<file path="config.mk">
export PLATFORM = sky130hd
export DESIGN_NAME = tdm_demux_flat
export DESIGN_NICKNAME = d
export VERILOG_FILES = /design/src/rtl/tdm_demux_if.sv /design/src/rtl/tdm_demux.sv /design/src/flat_wrapper.sv
export SDC_FILE = /design/constraint.sdc
export NUM_CORES = 1
export LEC_CHECK = 0
export CELL_PAD_IN_SITES_DETAIL_PLACEMENT = 1
export CELL_PAD_IN_SITES_GLOBAL_PLACEMENT = 2
export CORE_MARGIN = 3
export CORE_UTILIZATION = 25
export DETAILED_ROUTE_END_ITERATION = 8
export PLACE_DENSITY_LB_ADDON = 0.12
export SYNTH_ARGS = -nofsm -noshare
export SYNTH_HDL_FRONTEND = slang
export SYNTH_SLANG_ARGS = --single-unit
</file>
<file path="constraint.sdc">
create_clock -name clk_i -period 2.48 [get_ports clk_i]
set_clock_uncertainty 0.2 [all_clocks]
set_input_delay 0.744 -clock clk_i [delete_from_list [all_inputs] [get_ports clk_i]]
set_output_delay 0.744 -clock clk_i [all_outputs]
set_load 0.05 [all_outputs]
</file>
<file path="src/rtl/tdm_demux_if.sv">
// rtl/tdm_demux_if.sv - Serial bit strobe in, parallel channel words and status out
interface tdm_demux_if #(
    parameter int N_CH = 4,
    parameter int W    = 8
);
    logic                en_i;
    logic                data_i;
    logic                sync_i;
    logic [N_CH*W-1:0]   ch_o;
    logic                valid_o;
    logic                busy_o;
    logic                err_o;

    modport master (
        output en_i, data_i, sync_i,
        input  ch_o, valid_o, busy_o, err_o
    );

    modport slave (
        input  en_i, data_i, sync_i,
        output ch_o, valid_o, busy_o, err_o
    );
endinterface

</file>
<file path="src/rtl/tdm_demux.sv">
// rtl/tdm_demux.sv - Framed serial stream to N_CH parallel W-bit channel registers
module tdm_demux #(
    parameter int N_CH = 4,
    parameter int W    = 8
) (
    input  logic         clk_i,
    input  logic         rst_i,
    tdm_demux_if.slave   bus
);
    localparam int BW  = (W > 1) ? $clog2(W) : 1;
    localparam int SW  = $clog2(N_CH);
    localparam int SHW = (W > 1) ? W - 1 : 1;

    localparam logic [BW-1:0] BIT_LAST  = BW'(W - 1);
    localparam logic [SW-1:0] SLOT_LAST = SW'(N_CH - 1);

    localparam logic [0:0] IDLE  = 1'b0;
    localparam logic [0:0] SHIFT = 1'b1;

    logic [0:0]            state;
    logic [BW-1:0]         bit_cnt;
    logic [SW-1:0]         slot_cnt;
    logic [SHW-1:0]        sh;
    logic [(N_CH-1)*W-1:0] shadow;
    logic [N_CH*W-1:0]     ch_q;
    logic                  valid_q;
    logic                  err_q;

    logic [W-1:0]          sh_next;
    logic [BW-1:0]         bit_pos;
    logic [SW-1:0]         slot_pos;
    logic                  take;

    // Only the W-1 partial bits are kept; the word is complete the moment its last bit arrives.
    if (W > 1) begin : g_shift
        assign sh_next = {sh, bus.data_i};
    end else begin : g_single
        assign sh_next = bus.data_i;
    end

    // A sync bit is always bit 0 of slot 0, whether it opens a frame or resynchronises one.
    assign bit_pos  = bus.sync_i ? '0 : bit_cnt;
    assign slot_pos = bus.sync_i ? '0 : slot_cnt;
    assign take     = bus.en_i && (bus.sync_i || (state == SHIFT));

    always_ff @(posedge clk_i) begin
        if (rst_i) begin
            state    <= IDLE;
            bit_cnt  <= '0;
            slot_cnt <= '0;
            sh       <= '0;
            shadow   <= '0;
            ch_q     <= '0;
            valid_q  <= 1'b0;
            err_q    <= 1'b0;
        end else begin
            valid_q <= 1'b0;
            if (take) begin
                if (bus.sync_i && (state == SHIFT)) begin
                    err_q <= 1'b1;
                end
                sh <= sh_next[SHW-1:0];
                if (bit_pos == BIT_LAST) begin
                    bit_cnt <= '0;
                    for (int k = 0; k < N_CH - 1; k++) begin
                        if (slot_pos == SW'(k)) begin
                            shadow[k*W +: W] <= sh_next;
                        end
                    end
                    if (slot_pos == SLOT_LAST) begin
                        ch_q     <= {sh_next, shadow};
                        valid_q  <= 1'b1;
                        slot_cnt <= '0;
                        state    <= IDLE;
                    end else begin
                        slot_cnt <= slot_pos + 1'b1;
                        state    <= SHIFT;
                    end
                end else begin
                    bit_cnt  <= bit_pos + 1'b1;
                    slot_cnt <= slot_pos;
                    state    <= SHIFT;
                end
            end
        end
    end

    assign bus.ch_o    = ch_q;
    assign bus.valid_o = valid_q;
    assign bus.busy_o  = (state == SHIFT);
    assign bus.err_o   = err_q;
endmodule

</file>
<file path="src/flat_wrapper.sv">
// flat-port wrapper written by rule: the top's interface ports become plain ports
module tdm_demux_flat 
#(
    parameter int N_CH = 4,
    parameter int W    = 8
)
  (clk_i, rst_i, bus_en_i, bus_data_i, bus_sync_i, bus_ch_o, bus_valid_o, bus_busy_o, bus_err_o);
  tdm_demux_if #(.N_CH(N_CH), .W(W)) bus_i ();
  input  logic clk_i;
  input  logic rst_i;
  input wire logic [$bits(bus_i.en_i)-1:0] bus_en_i;
  input wire logic [$bits(bus_i.data_i)-1:0] bus_data_i;
  input wire logic [$bits(bus_i.sync_i)-1:0] bus_sync_i;
  output wire logic [$bits(bus_i.ch_o)-1:0] bus_ch_o;
  output wire logic [$bits(bus_i.valid_o)-1:0] bus_valid_o;
  output wire logic [$bits(bus_i.busy_o)-1:0] bus_busy_o;
  output wire logic [$bits(bus_i.err_o)-1:0] bus_err_o;
  assign bus_i.en_i = bus_en_i;
  assign bus_i.data_i = bus_data_i;
  assign bus_i.sync_i = bus_sync_i;
  assign bus_ch_o = bus_i.ch_o;
  assign bus_valid_o = bus_i.valid_o;
  assign bus_busy_o = bus_i.busy_o;
  assign bus_err_o = bus_i.err_o;
  tdm_demux #(.N_CH(N_CH), .W(W)) u_core (.clk_i(clk_i), .rst_i(rst_i), .bus(bus_i));
endmodule
</file>
==> summary.txt <==
Clocking
  • Max Root-Sink Buffers: 2
  • Cts hold-fix bufs: 0
  • CTS tree: done
  • H-tree levels: 3
  • CTS sink count: 71
  • Worst-skew pair later-pin latency: 0.33 ns
  • Root Buffer: clkbuf_16
  • Num CTS Buffers: 9
  • CTS clk-pin slew, worst paths: 0.06 ns

Detailed routing
  • 1st-iter DRT viols: 97
  • Via count: 1975
  • Total Wirelength: 6740 microns
  • Routed len/inst: 14.5 microns
  • Final ANT Viol Nets: 0
  • # DRC: 0
  • Drt via density: 4.25
  • Detailed Routing Iterations Pass 1: 4

Placement
  • RePlAce Congestion: 0.631
  • Number of port buffers: 39
  • Pre-CTS setup slack: -0.364 ns
  • HPWL Detailed: 4590 microns
  • Dpl cell area: 3430 sq um
  • # placed instances: 447

Cells and area
  • Commonest non-fill, non-tap cell in the layout: dfxtp_1
  • Nets: 328
  • Area grow syn2layout: 32.6%
  • Commonest cells after routing, fill and taps aside: dfxtp_1 (71), nand2b_1 (66), mux2i_1 (56), buf_4 (32)
  • Post-route cell area: 3770 sq um
  • FILL cells: 1224
  • Non-Filler Instances: 465
  • Layout cells sized above 1: 18.2%
  • Final Core Density: 34.3%
  • Diode count: 0

Critical path
  • Crit-path max FO: 2
  • Worst Setup End Kind: output port
  • Crit path max-delay cell type: clkdlybuf4s50_1
  • Worst Path Buf+Inv: 1
  • R2R depth: 7
  • Cells along the critical path: clkdlybuf4s50_1
  • Worst EP arrival: 1.48 ns
  • Crit. Startpoint: u_core.bus.ch_o[12]$_SDFFE_PP0P_
  • Worst path depth: 1
  • Cell family with most CP delay: buffers and inverters
  • Worst setup path endpoint: bus_ch_o[12]
  • Worst path max stage delay: 0.81 ns
  • Setup CP Type: reg -> out
  • Setup slack, reg-to-reg: 0.57 ns
  • Worst EP required: 1.54 ns
  • RR Startpoint: u_core.bit_cnt[0]$_SDFFE_PP0P_
  • Startpoint types: flop
  • R2R Path End: u_core.bus.ch_o[14]$_SDFFE_PP0P_

Yosys
  • EDFF count, synth: 0
  • Top_reg_cell synth: dfxtp_1
  • Post-Syn Area per Cell: 10.6 sq um
  • Ys async rst share: 0%
  • Cells after Synth: 269
  • Seq/Total Area, Yosys: 50.0%
  • Synth Register Bits: 71
  • Netlist cell types: 28
  • Syn nets: 277
  • Synth warnings: 0
  • Synthesized area: 2840 sq um

Global routing
  • Number of global-route vias before repair: 2080
  • Largest net degree at the start of global routing: 27
  • GR Overflow Total: 0
  • Global-route wire length before repair: 11200 microns
  • Initial antenna violation count: 0
  • All-layer global routing usage: 11.4%

Die
  • Die Span Y: 113 microns
  • Floorplan Core Area: 11000 sq um
  • # rows: 38
  • Initial Utilization: 25.9%
  • Die Width: 113 microns
  • I/O pins: 40
  • Die ar.: 12700 sq um

Timing
  • Crit path time final: 2.43 ns
  • Fmax achieved: 412 MHz
  • Headroom to the max-slew limit: 66.3%
  • Smallest hold slack: 0.259 ns
  • Final Worst Setup Slack: 0.0515 ns
  • Final setup vio count: 0
  • Period utilisation layout: 97.9%
  • Final Hold Fails: 0
  • Unrepaired setup endpoints after global routing: no
  • Slew @ Worst Pin: 0.505 ns
  • Final Slew Violations: 0

Hold path
  • Hold Crit Class: reg -> reg

Outcome
  • Status: completed

Power
  • Static leakage: 1.62 nW
  • Worst VDD drop: 0.000303 V
  • PD cells: 676 nW/um^2

Run
  • Max Cap Violations: 0
[synth_stat cells, types with 2 or more instances]
cell type	instances	area share (%)
buf_4	4	1.1
nor2b_1	4	0.88
a21oi_1	13	2.3
mux2i_1	56	20
buf_6	2	0.79
clkbuf_1	10	1.3
nor2_1	3	0.40
dfxtp_1	71	50
nand2_1	18	2.4
buf_2	2	0.35
o21ai_0	2	0.35
ha_1	3	1.3
nand2b_1	66	15
[stage by stage]
stage	power, W	TNS (ns)
after global placement	0.00126	-12.15
after global routing	0.00266	0
after floorplan	0.00123	0
after detailed placement	0.00126	-14.06
after CTS	0.00261	0
final	0.00255	0
[state kept, by name, summed over array words and instances, names as in the netlist]
name / count
u_core.bit_cnt: 3
u_core.bus.busy_o: 1
u_core.bus.ch_o: 32
u_core.bus.err_o: 1
u_core.bus.valid_o: 1
u_core.sh: 7
u_core.shadow: 24
u_core.slot_cnt: 2
[report_power, final]
part | total [W] | switching (W) | internal [W]
registers | 0.00115 | 0.00000587 | 0.00115
logic | 0.0000840 | 0.0000453 | 0.0000387
clock network | 0.00131 | 0.000504 | 0.000809
total | 0.00255 | 0.000555 | 0.00199
[cells by family (layout without fill, tap and decap cells)]
logic type,after synthesis,count (layout),share of synthesized area [%]
fa+ha+maj,3,3,1.32
buf+inv,19,75,3.65
flops,71,71,50.0
mux,56,56,19.7
simple gates,99,99,20.9
compound gates,21,21,4.40
[routing by layer]
metal	GRT usage (%)	vias up	wire length (microns)
li1	-	999	-
met1	15.5	936	3430
met2	17.1	33	2950
met3	3.61	7	274
met4	3.61	0	91
met5	0	-	0
[area by class of cell]
type	count	area (sq um)	share of cell area, %
sequential	71	1420	37.7
multi-input combinational	179	1320	35.0
timing repair buffer	58	543	14.4
clock buffer	10	239	6.34
tap	140	175	4.65
clock inverter	6	67.6	1.79
inverter	1	3.75	0.0996
[what timing repair did]
action,CTS,global route
buffers inserted,2,0
endpoints found under the setup margin,1,17
resized for setup,0,3
cloned,0,0
[worst min path at each step]
| stage | from | endpoint | slack [ns] | cells after the start |
|---|---|---|---|---|
| global placement | u_core.sh[6]$_SDFFE_PP0P_ | u_core.sh[6]$_SDFFE_PP0P_ | 0.25 | 2 |
| finish | u_core.sh[6]$_SDFFE_PP0P_ | u_core.sh[6]$_SDFFE_PP0P_ | 0.26 | 2 |
| floorplan | u_core.bit_cnt[1]$_SDFFE_PP0P_ | u_core.bit_cnt[1]$_SDFFE_PP0P_ | 0.23 | 2 |
| detailed placement | u_core.sh[6]$_SDFFE_PP0P_ | u_core.sh[6]$_SDFFE_PP0P_ | 0.25 | 2 |
| CTS | u_core.sh[6]$_SDFFE_PP0P_ | u_core.sh[6]$_SDFFE_PP0P_ | 0.26 | 2 |
| global route | u_core.bit_cnt[1]$_SDFFE_PP0P_ | u_core.bit_cnt[1]$_SDFFE_PP0P_ | 0.30 | 2 |
No activity file was read; power rests on OpenSTA's default activity.
